## src/rtl/spi_slave_sync.sv

```systemverilog
// spi_slave_sync: mode-0 SPI slave with 2-flop synchronized inputs, oversampled by mclk
module spi_slave_sync #(
  parameter int WIDTH = 8
) (
  input  logic             mclk,
  input  logic             reset,
  input  logic             sclk,
  input  logic             cs,
  input  logic             mosi,
  output logic             miso,
  input  logic [WIDTH-1:0] data_in,
  input  logic             load,
  input  logic             rd_ack,
  output logic [WIDTH-1:0] data_out,
  output logic             data_valid,
  output logic             rx_full,
  output logic             overrun,
  output logic             frame_err,
  output logic             busy
);
  localparam int CW = $clog2(WIDTH + 1);
  localparam logic [CW-1:0] LAST = CW'(WIDTH - 1);
  typedef enum logic [1:0] {IDLE, SHIFT, DONE} state_t;
  state_t state, state_n;
  logic [2:0] sclk_s, cs_s;
  logic [1:0] mosi_s;
  logic [WIDTH-1:0] tx_buf, tx_shift, rx_shift;
  logic [CW-1:0] bit_cnt;
  logic sclk_rise, sclk_fall, cs_fall, cs_rise, cs_low;
  assign sclk_rise = sclk_s[1] & ~sclk_s[2];
  assign sclk_fall = ~sclk_s[1] & sclk_s[2];
  assign cs_fall = ~cs_s[1] & cs_s[2];
  assign cs_rise = cs_s[1] & ~cs_s[2];
  assign cs_low = ~cs_s[1];
  assign miso = cs_low & tx_shift[WIDTH-1];
  assign data_valid = state == DONE;
  assign busy = state != IDLE;
  always_comb begin
    state_n = state == IDLE  ? (cs_fall ? SHIFT : IDLE) :
              state == DONE  ? (cs_low ? SHIFT : IDLE) :
              cs_rise        ? IDLE :
              (sclk_rise && bit_cnt == LAST) ? DONE : SHIFT;
  end
  always_ff @(posedge mclk) begin
    if (reset) begin
      state <= IDLE;
      sclk_s <= 3'b000;
      cs_s <= 3'b111;
      mosi_s <= 2'b00;
      tx_buf <= '0;
      tx_shift <= '0;
      rx_shift <= '0;
      bit_cnt <= '0;
      data_out <= '0;
      rx_full <= 1'b0;
      overrun <= 1'b0;
      frame_err <= 1'b0;
    end else begin
      state <= state_n;
      sclk_s <= {sclk_s[1:0], sclk};
      cs_s <= {cs_s[1:0], cs};
      mosi_s <= {mosi_s[0], mosi};
      if (load) tx_buf <= data_in;
      frame_err <= state == SHIFT && cs_rise && bit_cnt != '0;
      if (rd_ack) begin
        rx_full <= 1'b0;
        overrun <= 1'b0;
      end
      // tx_shift tracks tx_buf while idle so miso never shows a stale bit at cs fall
      if (state != SHIFT) begin
        tx_shift <= tx_buf;
        bit_cnt <= '0;
      end
      if (state == DONE) begin
        data_out <= rx_shift;
        rx_full <= 1'b1;
        if (!rd_ack) overrun <= overrun | rx_full;
      end
      if (state == SHIFT && !cs_rise) begin
        if (sclk_rise) begin
          rx_shift <= {rx_shift[WIDTH-2:0], mosi_s[1]};
          bit_cnt <= bit_cnt + 1'b1;
        end
        // the trailing fall of the previous frame arrives after reload; skip it
        if (sclk_fall && bit_cnt != '0) tx_shift <= {tx_shift[WIDTH-2:0], 1'b0};
      end
    end
  end
endmodule

```

## config.mk

```make
export PLATFORM = sky130hd
export DESIGN_NAME = spi_slave_sync
export DESIGN_NICKNAME = d
export VERILOG_FILES = /design/src/rtl/spi_slave_sync.sv
export SDC_FILE = /design/constraint.sdc
export NUM_CORES = 1
export LEC_CHECK = 0
export CAP_MARGIN = 20
export CORE_MARGIN = 2
export CORE_UTILIZATION = 53
export CTS_CLUSTER_DIAMETER = 30
export DETAILED_ROUTE_END_ITERATION = 7
export PLACE_DENSITY = 0.76
export SKIP_LAST_GASP = 1
export SYNTH_ARGS = -nofsm -noshare
export SYNTH_HDL_FRONTEND = slang
export SYNTH_SLANG_ARGS = --single-unit
export TNS_END_PERCENT = 100
```

## constraint.sdc

```tcl
create_clock -name mclk -period 1.9 [get_ports mclk]
set_input_delay 0.19 -clock mclk [delete_from_list [all_inputs] [get_ports mclk]]
set_output_delay 0.19 -clock mclk [all_outputs]
set_load 0.005 [all_outputs]
```

* Yosys cells after proc, flatten, opt, wreduce, memory -nomap -nowiden *
Cells that the tools add are included.
Widths: inputs -> output; s select.

word-level totals
  output and inout port bits = 14
  bits of input ports = 15
  register bits = 49
  logic and storage cells = 55

cells by class
  reduce and logical (&&, ||, !) cells = 11
  add/subtract/negate cells = 1
  eq/ne operators = 4
  muxes and demuxes = 17
  bitwise logic cells = 10

operator list
  kind                 number
  $mux 8               3
  $mux 4               3
  $mux 2               4
  $mux 1               7
  $and 1x1->1          5
  $logic_and 1x1->1    5
  $add 4x1->4 const B  1
  $eq 4x3->1 const B   1
  $not 1->1            4
  $reduce_bool 2->1    2
  $reduce_bool 4->1    1
  $eq 2x1->1 const B   1
  $eq 2x2->1 const B   1
  $logic_not 2->1      1
  $ne 2x1->1 const B   1
  $reduce_and 2->1     1
  $logic_not 1->1      1
  $or 1x1->1           1

* Logic depth before layout (Yosys ltp) *
  word-level depth = 7
  gate-level depth with buffers = 6
  depth with buffers taken out = 5

* Worst setup path before layout *
Ideal clock, no wire load.

  kind = register -> register
  start = register bit_cnt[0]
  end = register tx_shift[0]
  arrival time = 1.551 ns
  data required time = 1.784 ns
  slack = 0.233 ns
  setup time = 0.116 ns
  stages on the path, launching flop included = 7
  period minus slack after synthesis = 1.667 ns
  path buffers = 1
  path through = dfxtp_1 -> inv_1 -> ha_1 -> nor3b_2 -> or4_4 -> buf_6 -> and3_1

between the ends
  cells in the longest elaborated chain, start to end = 4

RTL lines
  item                    line  text
  start, declared         28    logic [CW-1:0] bit_cnt;
  start signal, assigned  82    bit_cnt <= bit_cnt + 1'b1;
  $reduce_bool 4->1       85    if (sclk_fall && bit_cnt != '0) tx_shift <= {tx_shift[WIDTH-2:0], 1'b0};
  $logic_and 1x1->1       85
  $mux 8                  85
  $mux 8                  79    if (state == SHIFT && !cs_rise) begin
  end signal, assigned    71    tx_shift <= tx_buf;
  end signal, assigned    85
  end, declared           27    logic [WIDTH-1:0] tx_buf, tx_shift, rx_shift;

Every way passes these cells.
A chain may end at the register's enable or synchronous reset.

* Worst setup path in the final report *
  start = register state[0]
  end = output data_valid

between the ends
  cells in the longest elaborated chain, start to end = 1

RTL lines
  item                    line  text
  start, declared         24    state_t state, state_n;
  start signal, assigned  59    state <= state_n;
  $eq 2x2->1              36    assign data_valid = state == DONE;
  end, declared           15    output logic data_valid,

Every way passes these cells.

==> metrics <==
first drt pass iteration count 4; synth cell count leaders sky130_fd_sc_hd__dfxtp_1 (49), sky130_fd_sc_hd__a21oi_1 (29), sky130_fd_sc_hd__nand2_1 (17), sky130_fd_sc_hd__mux2i_1 (15), sky130_fd_sc_hd__clkbuf_1 (11); maximum number of pins on one net before global-route repair 24; Critical Path AT 1.53 ns; type of the worst min-delay path flip-flop to flip-flop; internal power component 1.413 mW; share of layout cells above drive strength 1 about a tenth; cell type with the highest aggregate area in the netlist sky130_fd_sc_hd__dfxtp_1; count of filler cells inserted in the layout 322; vias in the first global route 1,429; total length of routed wires 3881 µm; level count of the clock H-tree 2; number of hold violations in the final report 0; layout-stage area growth over the synthesis result 21.55%; residual DRC count 0; number of inserted diodes 0; # nets final 257; share of total power in the clock network 33.3%; status completed; insertion delay of the later-clocked pin in the worst-skew pair 0.30 ns; required time at the worst-slack endpoint between 1.5 and 2 ns; half-perimeter wire length after detailed placement 2647 µm; Final Total Pwr approximately 1.8 mW; library cell used as clock root buffer sky130_fd_sc_hd__clkbuf_8; worst setup path class flip-flop to output port; Gate Count Post-Synth 212; global-route wire length before repair between 6000 and 7000 µm; startpoint type of the worst setup path flip-flop; timing-limited maximum frequency 0.5797 GHz; routability congestion estimate from global placement approximately 0.77; port bufs 28; share of the clock period used by the worst path after layout about nine tenths; distinct cell type count of the synthesized netlist 31; clock-pin slew on the worst setup and hold paths 0.08 ns; share of flip-flops with an asynchronous set or reset after synthesis 0%; total negative slack for setup checks 0 ns; register share of total power 59.1%; post-synthesis cell area 1986 µm²; via count of the routed design roughly 1,600; number of buffers inserted for hold repair after clock tree synthesis 0; switching component of the power around 0.39 mW; vertical extent of the die around 65 µm; Gate power share about 7.6%; top cells by area, synth sky130_fd_sc_hd__dfxtp_1 (49%), sky130_fd_sc_hd__mux2i_1 (7.6%), sky130_fd_sc_hd__a21oi_1 (7.3%); routed length per placed instance around 13 µm; deepest clock path buffer count 2; met2 track demand over resource approximately a third; IO Pins 29; worst stage delay on the critical path 0.49 ns; maximum capacitance violations 0; leading register cell type out of synthesis sky130_fd_sc_hd__dfxtp_1; number of buffers created by CTS 5; crit-path leading delay family buffers and inverters; final critical-path required period 1.725 ns; slowest cell on the critical path sky130_fd_sc_hd__clkdlybuf4s50_1; pins over their slew limit 0; post-cts gate resize count 0; worst slew slack as a fraction of its limit 68.68%; total core area 3633 µm²; crit-path cells nand2b_2 -> inv_2 -> clkdlybuf4s50_1; number of enable-type register cells in the synthesized netlist 0; initial core utilization about 55%; register bit total from synthesis between 40 and 50; most common cell in the netlist sky130_fd_sc_hd__dfxtp_1; synthesized net count 229; number of antenna violations at the first check in global routing 0; detailed router's first-iteration violation count 73; worst hold slack after final layout 0.4193 ns; switching share of power between 20% and 30%; LEAKAGE 0.8325 nW; sequential share of the synthesized area 49.40%; Global Route met1 Usage between 20% and 30%; clock tree from TritonCTS done; critical path buffer and inverter count 2; total setup buffers inserted after CTS 0; vias per std cell 5.653; Yosys warning total 0; area share of the largest cell type after synthesis 49.40%; peak ir drop on the vdd network 0.0005338 V; Worst Max-Slew Pin Slew ~0.47 ns; RSZ-0062 raised after global routing false; Clock Skews between 0.006 and 0.007 ns; peak-usage layer in the global routing report met2; CTS sink cnt 49; endpoint class of the critical path output port; overflow left after global routing 0; largest fanout of any net on the critical path 10; Detail Route Antenna Nets 0; die outline width 65.21 µm; all-layer global routing usage around a fifth; synthesized area divided by synthesized cell count 9.366 µm²; power density normalized to cell area around 750 nW/µm²; full die area 4252 µm²; floorplan row count 22; Setup Viol. Count Final 0; met3 routing resource usage after global routing 5.651%
cell type report:
type,instances,area (µm²),share of cell area (%)
clock buffer,7,86.33,3.577
sequential,49,980.9,40.64
timing repair buffer,38,355.3,14.72
multi-input combinational,141,912.1,37.79
inverter,5,18.77,0.7776
tap,48,60.06,2.488
cell usage in the layout, fill, tap and decap left out, drive strengths merged:
cell type	count
nand2b	6
mux2	1
or2	4
nor3	3
o41ai	7
nand4	8
clkbuf	7
ha	2
nor2b	9
a2bb2oi	1
nor2	9
dfxtp	49
inv	4
or4	3
clkinv	1
nor4	1
nand4b	1
mux2i	15
clkdlybuf4s50	28
o21ai	3
o31ai	10
nor3b	1
buf	10
nand2	17
nand3	3
or3b	7
and3	1
a21oi	29
layer usage:
metal	vias up	wire [µm]
li1	810	-
met1	770	1820
met4	0	64
met5	-	0
met2	42	1802
met3	6	194
cell families (layout without fill, tap and decap cells):
logic type | Yosys count | after routing | synth area share, %
compound gates | 50 | 50 | 15.37
fa+ha+maj | 2 | 2 | 1.260
buf+inv | 22 | 50 | 4.788
flops | 49 | 49 | 49.40
mux | 16 | 16 | 8.128
simple gates | 73 | 73 | 21.05
power by group through the flow:
stage / Combinational [mW] / Sequential, mW / Clock, mW
after floorplan: 0.0863 / 1.09 / 0
after global placement: 0.136 / 1.09 / 0
after detailed placement: 0.138 / 1.09 / 0
after CTS: 0.138 / 1.07 / 0.620
after global routing: 0.150 / 1.07 / 0.661
final: 0.137 / 1.07 / 0.601
sequential cells by signal, indices dropped and copies added (netlist names):
signal	count
bit_cnt	4
sclk_s	3
tx_buf	8
mosi_s	2
data_out	8
cs_s	3
rx_full	1
overrun	1
frame_err	1
rx_shift	8
tx_shift	8
state	2
path summary, 6_finish.rpt:
| kind | cells past startpoint | endpoint | start | slack (ns) |
|---|---|---|---|---|
| worst max-delay path | 3 | data_valid | state[0] | 0.18 |
| worst min-delay path | 1 | cs_s[1] | cs_s[0] | 0.42 |
| worst max register to register | 5 | tx_shift[0] | bit_cnt[0] | 0.23 |
| worst min register to register | 1 | cs_s[1] | cs_s[0] | 0.42 |
metrics by stage:
step | instances | instance area [µm²] | setup WS [ns] | utilization, %
4_1_cts | 288 | 2411 | 0.08137 | 66.36
6_report | 288 | 2414 | 0.1750 | 66.43
2_1_floorplan | 212 | 1986 | 0.2331 | -
3_5_place_dp | 281 | 2325 | 0.2381 | 63.98
5_1_grt | 288 | 2414 | 0.08612 | 66.43
3_3_place_gp | 281 | 2325 | 0.2872 | 63.98
No activity file was read; power rests on OpenSTA's default activity.
